[src/rtl/mem_arbiter.sv]
// Shares one single-port memory bus between instruction fetch (IF) and load/store (MEM).
// MEM has priority, but IF is forced after STARVE_MAX consecutive MEM wins.
module mem_arbiter #(
    parameter int STARVE_MAX = 4
) (
    input  logic        clk,
    input  logic        nRst,
    input  logic        ifReq,
    input  logic [31:0] ifAddr,
    output logic        ifValid,
    output logic [31:0] ifData,
    input  logic        memReq,
    input  logic        memWe,
    input  logic [2:0]  memFunc3,
    input  logic [31:0] memAddr,
    input  logic [31:0] memWdata,
    output logic        memValid,
    output logic [31:0] memRdata,
    output logic        memMisalign,
    input  logic        flush,
    output logic        busReq,
    output logic        busWe,
    output logic [31:0] busAddr,
    output logic [3:0]  busBe,
    output logic [31:0] busWdata,
    input  logic        busGnt,
    input  logic        busRvalid,
    input  logic [31:0] busRdata
);
    typedef enum logic [1:0] {
        S_IDLE  = 2'd0,
        S_ISSUE = 2'd1,
        S_WAIT  = 2'd2,
        S_RESP  = 2'd3
    } state_t;

    localparam logic OWN_IF  = 1'b0;
    localparam logic OWN_MEM = 1'b1;

    state_t      state_q, state_d;
    logic        owner_q, owner_d;
    logic [2:0]  func3_q, func3_d;
    logic [1:0]  lane_q, lane_d;
    logic [2:0]  starve_q, starve_d;
    logic        drop_q, drop_d;
    logic        bus_req_q, bus_req_d;
    logic        bus_we_q, bus_we_d;
    logic [31:0] bus_addr_q, bus_addr_d;
    logic [3:0]  bus_be_q, bus_be_d;
    logic [31:0] bus_wdata_q, bus_wdata_d;
    logic        if_valid_q, if_valid_d;
    logic [31:0] if_data_q, if_data_d;
    logic        mem_valid_q, mem_valid_d;
    logic [31:0] mem_rdata_q, mem_rdata_d;
    logic        mem_mis_q, mem_mis_d;
    logic        mem_win_s;
    logic        unused_if_lane_s;

    // Fetches are always word-aligned on the bus, so the low address bits carry no information.
    assign unused_if_lane_s = ^ifAddr[1:0];

    function automatic logic misaligned(input logic [2:0] f3, input logic [1:0] lane);
        case (f3)
            3'b000, 3'b100: misaligned = 1'b0;
            3'b001, 3'b101: misaligned = lane[0];
            3'b010:         misaligned = (lane != 2'b00);
            default:        misaligned = 1'b1;
        endcase
    endfunction

    function automatic logic [3:0] store_be(input logic [2:0] f3, input logic [1:0] lane);
        case (f3[1:0])
            2'b00:   store_be = 4'b0001 << lane;
            2'b01:   store_be = 4'b0011 << {lane[1], 1'b0};
            default: store_be = 4'b1111;
        endcase
    endfunction

    function automatic logic [31:0] store_data(input logic [2:0] f3, input logic [31:0] wd);
        case (f3[1:0])
            2'b00:   store_data = {4{wd[7:0]}};
            2'b01:   store_data = {2{wd[15:0]}};
            default: store_data = wd;
        endcase
    endfunction

    function automatic logic [31:0] load_extract(input logic [2:0] f3, input logic [1:0] lane,
                                                 input logic [31:0] rd);
        logic [7:0]  b;
        logic [15:0] h;
        case (lane)
            2'd0:    b = rd[7:0];
            2'd1:    b = rd[15:8];
            2'd2:    b = rd[23:16];
            default: b = rd[31:24];
        endcase
        h = lane[1] ? rd[31:16] : rd[15:0];
        case (f3)
            3'b000:  load_extract = {{24{b[7]}}, b};
            3'b001:  load_extract = {{16{h[15]}}, h};
            3'b100:  load_extract = {24'd0, b};
            3'b101:  load_extract = {16'd0, h};
            default: load_extract = rd;
        endcase
    endfunction

    assign mem_win_s = memReq && (!ifReq || (starve_q < 3'(STARVE_MAX)));

    // Next-state, arbitration and response-capture logic.
    always_comb begin
        state_d     = state_q;
        owner_d     = owner_q;
        func3_d     = func3_q;
        lane_d      = lane_q;
        starve_d    = starve_q;
        bus_req_d   = bus_req_q;
        bus_we_d    = bus_we_q;
        bus_addr_d  = bus_addr_q;
        bus_be_d    = bus_be_q;
        bus_wdata_d = bus_wdata_q;
        if_valid_d  = 1'b0;
        if_data_d   = if_data_q;
        mem_valid_d = 1'b0;
        mem_rdata_d = mem_rdata_q;
        mem_mis_d   = mem_mis_q;
        // A flush only ever poisons a fetch that already owns the bus.
        drop_d      = drop_q | (flush && (owner_q == OWN_IF) && (state_q != S_IDLE));

        case (state_q)
            S_IDLE: begin
                drop_d = 1'b0;
                if (mem_win_s) begin
                    owner_d  = OWN_MEM;
                    func3_d  = memFunc3;
                    lane_d   = memAddr[1:0];
                    starve_d = (ifReq && (starve_q != 3'd7)) ? (starve_q + 3'd1) : starve_q;
                    if (misaligned(memFunc3, memAddr[1:0])) begin
                        state_d     = S_RESP;
                        mem_valid_d = 1'b1;
                        mem_rdata_d = 32'd0;
                        mem_mis_d   = 1'b1;
                    end else begin
                        state_d     = S_ISSUE;
                        bus_req_d   = 1'b1;
                        bus_we_d    = memWe;
                        bus_addr_d  = {memAddr[31:2], 2'b00};
                        bus_be_d    = memWe ? store_be(memFunc3, memAddr[1:0]) : 4'b1111;
                        bus_wdata_d = store_data(memFunc3, memWdata);
                    end
                end else if (ifReq) begin
                    owner_d     = OWN_IF;
                    starve_d    = 3'd0;
                    state_d     = S_ISSUE;
                    bus_req_d   = 1'b1;
                    bus_we_d    = 1'b0;
                    bus_addr_d  = {ifAddr[31:2], 2'b00};
                    bus_be_d    = 4'b1111;
                    bus_wdata_d = 32'd0;
                end else begin
                    state_d = S_IDLE;
                end
            end
            S_ISSUE: begin
                if (busGnt) begin
                    state_d   = S_WAIT;
                    bus_req_d = 1'b0;
                end else begin
                    state_d = S_ISSUE;
                end
            end
            S_WAIT: begin
                if (busRvalid) begin
                    state_d = S_RESP;
                    if (owner_q == OWN_MEM) begin
                        mem_valid_d = 1'b1;
                        mem_rdata_d = load_extract(func3_q, lane_q, busRdata);
                        mem_mis_d   = 1'b0;
                    end else if (!drop_d) begin
                        if_valid_d = 1'b1;
                        if_data_d  = busRdata;
                    end else begin
                        if_valid_d = 1'b0;
                    end
                end else begin
                    state_d = S_WAIT;
                end
            end
            S_RESP: begin
                state_d = S_IDLE;
            end
            default: begin
                state_d   = S_IDLE;
                bus_req_d = 1'b0;
            end
        endcase
    end

    // State and output registers; everything clears on reset.
    always_ff @(posedge clk) begin
        if (!nRst) begin
            state_q     <= S_IDLE;
            owner_q     <= OWN_IF;
            func3_q     <= 3'd0;
            lane_q      <= 2'd0;
            starve_q    <= 3'd0;
            drop_q      <= 1'b0;
            bus_req_q   <= 1'b0;
            bus_we_q    <= 1'b0;
            bus_addr_q  <= 32'd0;
            bus_be_q    <= 4'd0;
            bus_wdata_q <= 32'd0;
            if_valid_q  <= 1'b0;
            if_data_q   <= 32'd0;
            mem_valid_q <= 1'b0;
            mem_rdata_q <= 32'd0;
            mem_mis_q   <= 1'b0;
        end else begin
            state_q     <= state_d;
            owner_q     <= owner_d;
            func3_q     <= func3_d;
            lane_q      <= lane_d;
            starve_q    <= starve_d;
            drop_q      <= drop_d;
            bus_req_q   <= bus_req_d;
            bus_we_q    <= bus_we_d;
            bus_addr_q  <= bus_addr_d;
            bus_be_q    <= bus_be_d;
            bus_wdata_q <= bus_wdata_d;
            if_valid_q  <= if_valid_d;
            if_data_q   <= if_data_d;
            mem_valid_q <= mem_valid_d;
            mem_rdata_q <= mem_rdata_d;
            mem_mis_q   <= mem_mis_d;
        end
    end

    assign busReq      = bus_req_q;
    assign busWe       = bus_we_q;
    assign busAddr     = bus_addr_q;
    assign busBe       = bus_be_q;
    assign busWdata    = bus_wdata_q;
    assign ifValid     = if_valid_q;
    assign ifData      = if_data_q;
    assign memValid    = mem_valid_q;
    assign memRdata    = mem_rdata_q;
    assign memMisalign = mem_mis_q;
endmodule

[config.mk]
export PLATFORM = sky130hd
export DESIGN_NAME = mem_arbiter
export DESIGN_NICKNAME = d
export VERILOG_FILES = /design/src/rtl/mem_arbiter.sv
export SDC_FILE = /design/constraint.sdc
export NUM_CORES = 1
export LEC_CHECK = 0
export CAP_MARGIN = 40
export CORE_ASPECT_RATIO = 1.4
export CORE_MARGIN = 3
export CORE_UTILIZATION = 40
export DETAILED_ROUTE_END_ITERATION = 10
export PLACE_DENSITY = 0.77
export SYNTH_ARGS = -nofsm -noshare
export SYNTH_HDL_FRONTEND = slang
export SYNTH_SLANG_ARGS = --single-unit
[constraint.sdc]
create_clock -name clk -period 4.8 [get_ports clk]
set_input_delay 0.96 -clock clk [delete_from_list [all_inputs] [get_ports clk]]
set_output_delay 0.96 -clock clk [all_outputs]
set_load 0.02 [all_outputs]
Word-level counts from Yosys, hierarchy flattened. Cells that the tools add are included.

Add/subtract/negate cells: 1. Magnitude comparators: 1. Equality and inequality tests: 23. Shift operators: 2. Muxes and demuxes: 52. Bitwise logic cells: 6. Reductions and logical operators: 27.

Operator list (count): $mux W32 (10); $pmux W32 S2 (2); $pmux W32 S4 (1); $pmux W8 S3 (1); $mux W1 (21); $mux W16 (1); $mux W4 (4); $eq A3 B3 Y1 const B (4); $ne A2 B2 Y1 const B (6); $reduce_bool A2 Y1 (5); $mux W3 (3); $ne A3 B3 Y1 const B (3); $pmux W2 S4 (1); $pmux W4 S2 (1); $reduce_and A4 Y1 (2); $eq A2 B1 Y1 const B (3); $eq A2 B2 Y1 const B (3); $eq A3 B1 Y1 const B (2); $logic_not A2 Y1 (3); $logic_not A3 Y1 (2); $mux W2 (3); $pmux W1 S2 (3); $reduce_and A3 Y1 (2); $reduce_or A2 Y1 (3); 15 further kinds (23).

Register bits: 149. Input port bits: 139. Logic and storage cells: 128.

Longest topological paths before layout. Gate-level depths: netlist of run 1.

Word-level depth: 8. Depth in mapped cells: 7.

Worst setup path before layout of run 1. OpenSTA, ideal clock, no wires.

Path type: input -> register. Start point: in memReq. End point: reg bus_be_q[0], in the netlist busBe[0]. Arrival time: 2.030 ns. Data required time: 4.672 ns. Path slack: 2.643 ns. Stages on the path: 6. Buffers on the path: 2. Cell sequence: a21bo_1 > o311a_1 > buf_4 > buf_4 > o22ai_1 > nor2_1.

Word-level cells in the longest chain between the ends: 3. Elaborated cells between the ends (all ways): 5. Those cells by class: eq/ne: 1; mux: 1; reduce/logical: 3.

RTL lines: start, declared (RTL line 12) `input logic memReq,`; $logic_and A1 B1 Y1 (*) (RTL line 107) `assign mem_win_s = memReq && (!ifReq || (starve_q < 3'(STARVE_MAX)));`; $ne A2 B2 Y1 (no line) or $reduce_bool A2 Y1 (tied branches); $reduce_and A3 Y1 (no line); end signal, assigned (RTL line 227) `bus_be_q <= bus_be_d;`; end, declared (RTL line 49) `logic [3:0] bus_be_q, bus_be_d;`.

Every way passes the cells marked *; elsewhere a longest branch is shown, timed or not. A chain may end at the register's enable or synchronous reset.

==> results of run 1 <==
## metal layers
metal / track usage (%) / share of wire (%)
met1: 26.4 / 38
met2: 40.7 / 51
met3: 6.77 / 7.9
met4: 9.00 / 2.9
met5: 0 / 0
## registers in the layout (all words and copies together), names as in the netlist
signal and cells:
memValid 1, busReq 1, busAddr 30, memRdata 32
state_q 2, busWe 1, func3_q 3, lane_q 2
busWdata 32, busBe 4, memMisalign 1, ifValid 1
starve_q 3, owner_q 1, drop_q 1, ifData 32
## power by group
| group | switching (mW) | internal [mW] |
|---|---|---|
| clock | 0.582 | 0.700 |
| combinational | 0.374 | 0.340 |
| sequential | 0.0532 | 1.29 |
| total | 1.01 | 2.34 |
## cells in the final DEF, fill, tap and decap left out, types with 3 or more instances in the layout
cell	n
a21oi_1	69
a221o_1	18
a311oi_1	10
a311oi_2	20
buf_4	12
clkbuf_16	17
clkdlybuf4s50_1	271
clkinvlp_4	3
dfxtp_1	147
inv_1	5
inv_6	6
inv_8	4
mux2_2	13
mux2i_1	28
nand2_1	152
nand2b_1	5
nand3_1	33
nor2_1	62
nor2b_1	8
nor3_1	3
o211ai_1	3
o21ai_0	12
o221ai_1	5
o22a_1	5
o22ai_1	5
o2bb2ai_1	12
o31ai_1	16
o41ai_1	8
## cell type report
type | instances | area [um2] | share of cell area [%]
Clock inverter | 14 | 129 | 1.30
Inverter | 6 | 23.8 | 0.240
Sequential cell | 147 | 2940 | 29.7
Multi-Input combinational cell | 523 | 3280 | 33.1
Tap cell | 196 | 245 | 2.47
Clock buffer | 18 | 439 | 4.43
Timing Repair Buffer | 286 | 2850 | 28.7
## synth_stat cells, drive strengths merged, types with 2 or more instances
library cell	instances
a21boi	2
a21oi	71
a221o	18
a22o	2
a311oi	30
buf	33
clkbuf	34
dfxtp	147
ha	2
inv	6
mux2	13
mux2i	28
nand2	152
nand2b	5
nand3	33
nor2	63
nor2b	8
nor3	4
nor4	2
o211ai	3
o21ai	12
o221ai	5
o22a	5
o22ai	5
o2bb2ai	12
o311ai	2
o31ai	16
o32ai	2
o41ai	8
or3b	2
## worst max path at each step
stage | endpoint | slack [ps] | cells past startpoint
global placement | memRdata[31]$_SDFFE_PN0P_ | 1170 | 6
CTS | memRdata[30]$_SDFFE_PN0P_ | 1580 | 6
floorplan | busBe[0]$_SDFFE_PN0P_ | 2640 | 6
global route | memRdata[30]$_SDFFE_PN0P_ | 1310 | 6
detailed placement | memRdata[22]$_SDFFE_PN0P_ | 1130 | 6
finish | memRdata[30]$_SDFFE_PN0P_ | 1530 | 6
## logic make-up (layout without fill, tap and decap cells)
family,after synthesis,count (layout),synth area share (%)
and+or+nand+nor,277,277,18.3
adders and majority gates,2,2,0.382
muxes,42,42,6.86
AOI/OAI and AO/OA,200,200,23.9
other,1,2,0.0573
buffers and inverters,73,324,5.52
DFF,147,147,44.9
## worst reg2reg max path: cells and delay by family (launching register included)
kind                   cells  cell delay (ps)
AOI/OAI and AO/OA          3             1140
buffers and inverters      1              320
DFF                        1              410
and+or+nand+nor            1              110
## per-stage QoR
stage / utilization (%) / cells / setup WS (ps)
2_1_floorplan: - / 743 / 2640
3_3_place_gp: 58.9 / 1156 / 1170
3_5_place_dp: 59.1 / 1158 / 1130
4_1_cts: 62.7 / 1190 / 1580
5_1_grt: 62.7 / 1190 / 1310
6_report: 62.7 / 1190 / 1530
==> results.json, run 1 <==
{
  "viasPerCell": 5.38,
  "die-area_um2": 18000,
  "fmax_ghz": 0.306,
  "fin_area_um2": 9910,
  "grt_pass1_wl_mm": 33.1,
  "synth_area_leader_cell": "dfxtp_1",
  "htreeDepth": 4,
  "min_from": "busWdata[5]$_SDFFE_PN0P_",
  "fin_crit_sh_pct": 68.1,
  "hold_path_end": "busWdata[5]$_SDFFE_PN0P_",
  "via_count": 6407,
  "synth_flop_cell": "dfxtp_1",
  "dr.pass1.iters": 5,
  "dp_hpwl_mm": 15.3,
  "p_leak_nw": 3.53,
  "clock-sinks": 147,
  "r2r_start": "starve_q[2]$_SDFFE_PN0P_",
  "ir_drop_v": 0.000194,
  "place_area_um2": 9340,
  "drt-wirelength-per-cell_um": 17.8,
  "path_buf_inv": 3,
  "slowest_stage": "clkdlybuf4s50_1",
  "setup_tns_ps": 0,
  "crit_family": "buffers and inverters",
  "worst_slew_pin_slew_ps": 904,
  "ys_types": 58,
  "synth-async-reset-ratio_pct": 0,
  "grt_pass1_vias": 6047,
  "fp.dieW_um": 114,
  "synthTopCellsByArea": "dfxtp_1, nand2_1, a21oi_1",
  "cts_max_path_buffers": 2,
  "fin_nets": 1122,
  "min_period_ps": 3270,
  "die_height_um": 157,
  "synth_edf_count": 0,
  "io_buffers": 271,
  "fillCellCount": 1359,
  "avgSynthCellArea_um2": 8.82,
  "seq_area_frac_synth_pct": 44.9,
  "crit_chain": "clkdlybuf4s50_1 > clkinv_2 > nor3_1 > buf_4 > o2111a_1 > a221o_1",
  "numCtsBuffers": 17,
  "slew_viol_final": 0,
  "status": "finished, final reports clean",
  "crit_path_max_fanout": 33,
  "rr_endpoint": "busAddr[30]$_SDFFE_PN0P_",
  "synthCells": 742,
  "syn_to_final_growth_pct": 51.4,
  "track_usage_pct": 23.2,
  "cts.clk_slew.worst_paths_ps": 70,
  "hold_depth": 2,
  "path_class": "primary input to flop",
  "rr_worst_depth": 5,
  "n_antenna_cell": 0,
  "yosys_warnings": 0,
  "ios": 276,
  "antenna_left": 0,
  "cp_slowest_stage_delay_ps": 780,
  "postCtsSetupRepairBufs": 0,
  "cp-start-kind": "primary input",
  "finalHoldViolations": 0,
  "setup_viol": 0,
  "grt_max_degree": 66,
  "slew_headroom_pct": 39.6,
  "routed_wl_mm": 21.2,
  "ctsHoldBuffers": 0,
  "insertion_delay_ps": 420,
  "hold_path_class": "flop to flop",
  "finClkSkew_ps": 11.4,
  "finalPower_mw": 3.34,
  "critical_path_required_ps": 5160,
  "synth-seq-cells": 147,
  "reg2reg_slack_ps": 2730,
  "start_util_pct": 41.4,
  "cts.repair.resized": 0,
  "antenna_found_initial": 0,
  "maxCapViolCount": 0,
  "netlist_area_um2": 6550,
  "netlist.area_leader.share_pct": 44.9,
  "power_density_nw_per_um2": 337,
  "cts_root_buffer": "clkbuf_16",
  "core-area_um2": 15800,
  "drive_above_1_share_pct": 9.66,
  "rsz0062_at_grt": "no",
  "grt.overflow.total": 0,
  "cts_tree": "yes",
  "setup.worst_path.start": "nRst",
  "num_rows": 54,
  "end_kind": "flop",
  "dr.first_iter.drc_count": 471,
  "place_congestion": 0.814,
  "hold-worst-slack_ps": 452,
  "remaining_drc_errors": 0,
  "worstPathArrival_ps": 3630
}
(Power assumes the default switching activity.)
==> run 2, diff against run 1 <==
--- a/config.mk
+++ b/config.mk
@@ -8,9 +8,9 @@
 export CAP_MARGIN = 40
 export CORE_ASPECT_RATIO = 1.4
 export CORE_MARGIN = 3
-export CORE_UTILIZATION = 40
+export CORE_UTILIZATION = 39
 export DETAILED_ROUTE_END_ITERATION = 10
-export PLACE_DENSITY = 0.77
+export PLACE_DENSITY = 0.78
 export SYNTH_ARGS = -nofsm -noshare
 export SYNTH_HDL_FRONTEND = slang
 export SYNTH_SLANG_ARGS = --single-unit
==> constraint.sdc (replaced) <==
create_clock -name clk -period 2.8 [get_ports clk]
set_input_delay 0.56 -clock clk [delete_from_list [all_inputs] [get_ports clk]]
set_output_delay 0.56 -clock clk [all_outputs]
set_load 0.02 [all_outputs]
==> run 2 against run 1 <==
Routed wire length fell by 0.55%; critical path depth is the same; clock skew decreased by 3.6 ps; global-route usage fell by 0.63 points; worst setup slack got worse by 900 ps; largest cell class unchanged; combinational power up 74%; via count grew 0.64%.
==> results.json, run 2 (synthesis results as in run 1) <==
{
  "track_usage_pct": 22.6,
  "dr.pass1.iters": 4,
  "insertion_delay_ps": 410,
  "fin_area_um2": 9990,
  "status": "finished, final reports clean",
  "crit_family": "buffers and inverters",
  "grt_pass1_wl_mm": 33.2,
  "die-area_um2": 18400,
  "cts.repair.resized": 0,
  "crit_chain": "clkdlybuf4s50_1 > nor4_4 > o311a_2 > buf_12 > nor2_1 > a311oi_2",
  "htreeDepth": 4,
  "die_height_um": 159,
  "cts_max_path_buffers": 2,
  "min_period_ps": 2170,
  "place_area_um2": 9420,
  "grt_max_degree": 97,
  "end_kind": "flop",
  "numCtsBuffers": 17,
  "antenna_found_initial": 1,
  "ctsHoldBuffers": 0,
  "finClkSkew_ps": 7.79,
  "finalHoldViolations": 0,
  "drt-wirelength-per-cell_um": 17.6,
  "cp-start-kind": "primary input",
  "crit_path_max_fanout": 60,
  "via_count": 6448,
  "path_class": "primary input to flop",
  "power_density_nw_per_um2": 583,
  "setup_viol": 0,
  "final_common_cell": "clkdlybuf4s50_1",
  "rsz0062_at_grt": "no",
  "num_rows": 55,
  "cp_slowest_stage_delay_ps": 540,
  "r2r_start": "lane_q[1]$_SDFFE_PN0N_",
  "syn_to_final_growth_pct": 52.6,
  "drive_above_1_share_pct": 9.63,
  "clock-sinks": 147,
  "slowest_stage": "clkdlybuf4s50_1",
  "fp.dieW_um": 116,
  "ir_drop_v": 0.000376,
  "p_leak_nw": 3.57,
  "setup_tns_ps": 0,
  "fin_cells": 1197,
  "grt.overflow.total": 0,
  "dp_hpwl_mm": 15.2,
  "path_buf_inv": 2,
  "layout_common_cells": "clkdlybuf4s50_1, nand2_1, dfxtp_1",
  "ios": 276,
  "worst_slew_pin_slew_ps": 632,
  "start_util_pct": 40.1,
  "setup.worst_path.start": "memAddr[1]",
  "io_buffers": 271,
  "fmax_ghz": 0.461,
  "viasPerCell": 5.39,
  "maxCapViolCount": 0,
  "slew_viol_final": 0,
  "routed_wl_mm": 21.1,
  "grt_pass1_vias": 6320,
  "postCtsSetupRepairBufs": 0,
  "fin_crit_sh_pct": 77.4,
  "core-area_um2": 16300,
  "place_congestion": 0.823,
  "worstPathArrival_ps": 2490,
  "slew_headroom_pct": 57.9,
  "hold_path_class": "flop to flop",
  "place_inst": 1167,
  "dr.first_iter.drc_count": 398,
  "critical_path_required_ps": 3130,
  "antenna_left": 0,
  "min_from": "memMisalign$_SDFFE_PN0P_",
  "cts.clk_slew.worst_paths_ps": 60,
  "hold-worst-slack_ps": 450,
  "remaining_drc_errors": 0,
  "fin_nets": 1128,
  "cts_root_buffer": "clkbuf_16",
  "cts_tree": "yes"
}
## run 2: cell count changes in the layout (fill, tap and decap cells not counted), sizes merged
| cell | before | now |
|---|---|---|
| buf | 15 | 21 |
| inv | 15 | 6 |
| clkbuf | 18 | 20 |
| bufinv | 0 | 3 |
| clkinvlp | 3 | 1 |
| clkinv | 2 | 5 |
| diode | 0 | 1 |
## run 2: per-layer routing
| layer | GRT usage (%) | part of all wire (%) |
|---|---|---|
| met1 | 26.3 | 39 |
| met2 | 38.6 | 51 |
| met3 | 6.39 | 7.1 |
| met4 | 8.60 | 2.7 |
| met5 | 0 | 0 |
## run 2: metrics by stage
step	util [%]	power [mW]	worst slack, ps
after global placement	57.7	3.59	273
after CTS	61.2	5.88	659
final	61.3	5.82	632
after floorplan	-	3.02	1040
after global routing	61.3	6.07	484
after detailed placement	57.7	3.61	219
## run 2: layout make-up
type                       count  area [um2]
tap                          199         249
antenna                        1        2.50
timing repair buffer         292        2920
inverter                       6        23.8
sequential                   147        2940
multi-input combinational    523        3280
clock buffer                  20         437
fill                        1405        6320
clock inverter                 9         134
## run 2: worst paths after layout
path	to	slack (ps)	cells past startpoint
min	memMisalign$_SDFFE_PN0P_	450	2
max reg2reg	memRdata[21]$_SDFFE_PN0P_	800	3
max	busAddr[21]$_SDFFE_PN0P_	630	6
min reg2reg	memMisalign$_SDFFE_PN0P_	450	2
## run 2: worst register-to-register path: stages, from the launching register on
cell	delay, ps
dfxtp_1	680
mux2_2	420
o2111a_1	440
a221o_1	350
## run 2: power by group
| group | switching [mW] | total (mW) | internal, mW |
|---|---|---|---|
| Sequential | 0.0949 | 2.32 | 2.22 |
| Clock | 0.875 | 2.27 | 1.39 |
| Combinational | 0.643 | 1.24 | 0.601 |
| Total | 1.61 | 5.82 | 4.21 |
==> run 3, diff against run 2 <==
--- a/config.mk
+++ b/config.mk
@@ -8,9 +8,9 @@
 export CAP_MARGIN = 40
 export CORE_ASPECT_RATIO = 1.4
 export CORE_MARGIN = 3
-export CORE_UTILIZATION = 39
+export CORE_UTILIZATION = 40
 export DETAILED_ROUTE_END_ITERATION = 10
-export PLACE_DENSITY = 0.78
+export PLACE_DENSITY = 0.77
 export SYNTH_ARGS = -nofsm -noshare
 export SYNTH_HDL_FRONTEND = slang
 export SYNTH_SLANG_ARGS = --single-unit
==> constraint.sdc (replaced) <==
create_clock -name clk -period 2.1 [get_ports clk]
set_input_delay 0.42 -clock clk [delete_from_list [all_inputs] [get_ports clk]]
set_output_delay 0.42 -clock clk [all_outputs]
set_load 0.02 [all_outputs]
==> run 3 against run 2 <==
Clock skew fell by 1.7 ps; critical path depth is 2 lower; register-to-register slack lost 550 ps; largest power group unchanged; power increased by 33%; first-iteration DRC count rose by 16%; cell area is 3.2% higher; worst hold slack gained 1.1 ps; critical endpoint is now memRdata[28]$_SDFFE_PN0P_.
==> results.json, run 3 (synthesis results as in run 1) <==
{
  "cp-start-kind": "flop",
  "finalPower_mw": 7.76,
  "final_common_cell": "clkdlybuf4s50_1",
  "critical_path_required_ps": 2460,
  "io_buffers": 271,
  "wl_met1_mm": 8.26,
  "numCtsBuffers": 17,
  "grt_max_degree": 97,
  "place_congestion": 0.805,
  "status": "finished, final reports clean",
  "setup_viol": 0,
  "insertion_delay_ps": 420,
  "finClkSkew_ps": 6.08,
  "die_height_um": 157,
  "dr.pass1.iters": 5,
  "dp_hpwl_mm": 15.7,
  "worst_slew_pin_slew_ps": 673,
  "track_usage_pct": 23.7,
  "place_area_um2": 9740,
  "path_class": "flop to flop",
  "drt-wirelength-per-cell_um": 17.7,
  "antenna_found_initial": 1,
  "cts_max_path_buffers": 2,
  "min_period_ps": 1850,
  "routed_wl_mm": 21.7,
  "fin_util_pct": 65.2,
  "end_kind": "flop",
  "start_util_pct": 41.4,
  "grt_pass1_wl_mm": 33.7,
  "postCtsSetupRepairBufs": 0,
  "fin_cells": 1227,
  "dr.first_iter.drc_count": 463,
  "syn_to_final_growth_pct": 57.4,
  "fp.dieW_um": 114,
  "fmax_ghz": 0.542,
  "hold_path_class": "flop to flop",
  "ctsHoldBuffers": 0,
  "cts_root_buffer": "clkbuf_16",
  "cts_tree": "yes",
  "hold-worst-slack_ps": 451,
  "via_count": 6630,
  "clock-sinks": 147,
  "cts.clk_slew.worst_paths_ps": 60,
  "viasPerCell": 5.40,
  "slew_headroom_pct": 55.1,
  "ir_drop_v": 0.000596,
  "place_inst": 1194,
  "grt_pass1_vias": 6363,
  "worstPathArrival_ps": 2210,
  "layout_common_cells": "clkdlybuf4s50_1, nand2_1, dfxtp_1",
  "wl_met2_mm": 11.2,
  "grt.overflow.total": 0,
  "die-area_um2": 18000,
  "dr_wl_met3_mm": 1.60,
  "antenna_left": 0,
  "num_rows": 54,
  "finalHoldViolations": 0,
  "fin_crit_sh_pct": 87.9,
  "slew_viol_final": 0,
  "fin_nets": 1158,
  "remaining_drc_errors": 0,
  "htreeDepth": 4,
  "cts.repair.resized": 0,
  "crit_path_max_fanout": 16,
  "top_layer_used": "met4",
  "core-area_um2": 15800,
  "maxCapViolCount": 0,
  "rsz0062_at_grt": "no",
  "drive_above_1_share_pct": 12.5,
  "fin_area_um2": 10300,
  "power_density_nw_per_um2": 753,
  "p_leak_nw": 3.74,
  "ios": 276
}
[run 3: metrics by stage]
step,TNS [ps],setup WS [ps]
global placement,-5570,-103
CTS,0,232
floorplan,0,415
detailed placement,-7480,-122
finish,0,255
global route,0,132
[run 3: final timing paths]
| kind | slack (ps) | end | startpoint | cells after the start |
|---|---|---|---|---|
| hold / removal | 450 | ifData[28]$_SDFFE_PN0P_ | ifData[28]$_SDFFE_PN0P_ | 2 |
| hold reg to reg | 450 | ifData[28]$_SDFFE_PN0P_ | ifData[28]$_SDFFE_PN0P_ | 2 |
| setup reg to reg | 250 | memRdata[28]$_SDFFE_PN0P_ | state_q[1]$_SDFF_PN0_ | 4 |
| setup / recovery | 250 | memRdata[28]$_SDFFE_PN0P_ | state_q[1]$_SDFF_PN0_ | 4 |
[run 3: power by group]
part           internal, mW  total, mW  switching, mW
logic                 0.877       1.77          0.894
registers              2.96       3.08          0.114
clock network          1.70       2.91           1.21
[run 3: layout make-up]
class	count	area (um2)
multi-input cells	523	3280
inverters	6	23.8
diodes	1	2.50
fillers	1379	5500
well taps	196	245
clock inverters	10	100
clock buffers	22	464
flip-flops and latches	147	2940
repair buffers	322	3250
[run 3: critical path, cell delays in order, from the launching register on]
cell and delay (ps):
dfxtp_1 550, nand3b_2 180, nor2_1 160, and3_1 610, a221o_1 270
[run 3: metal layers]
layer	track usage (%)	up-vias
met5	0	-
met4	9.11	0
met3	7.12	44
met2	41.8	242
met1	26.8	3126
li1	-	3218
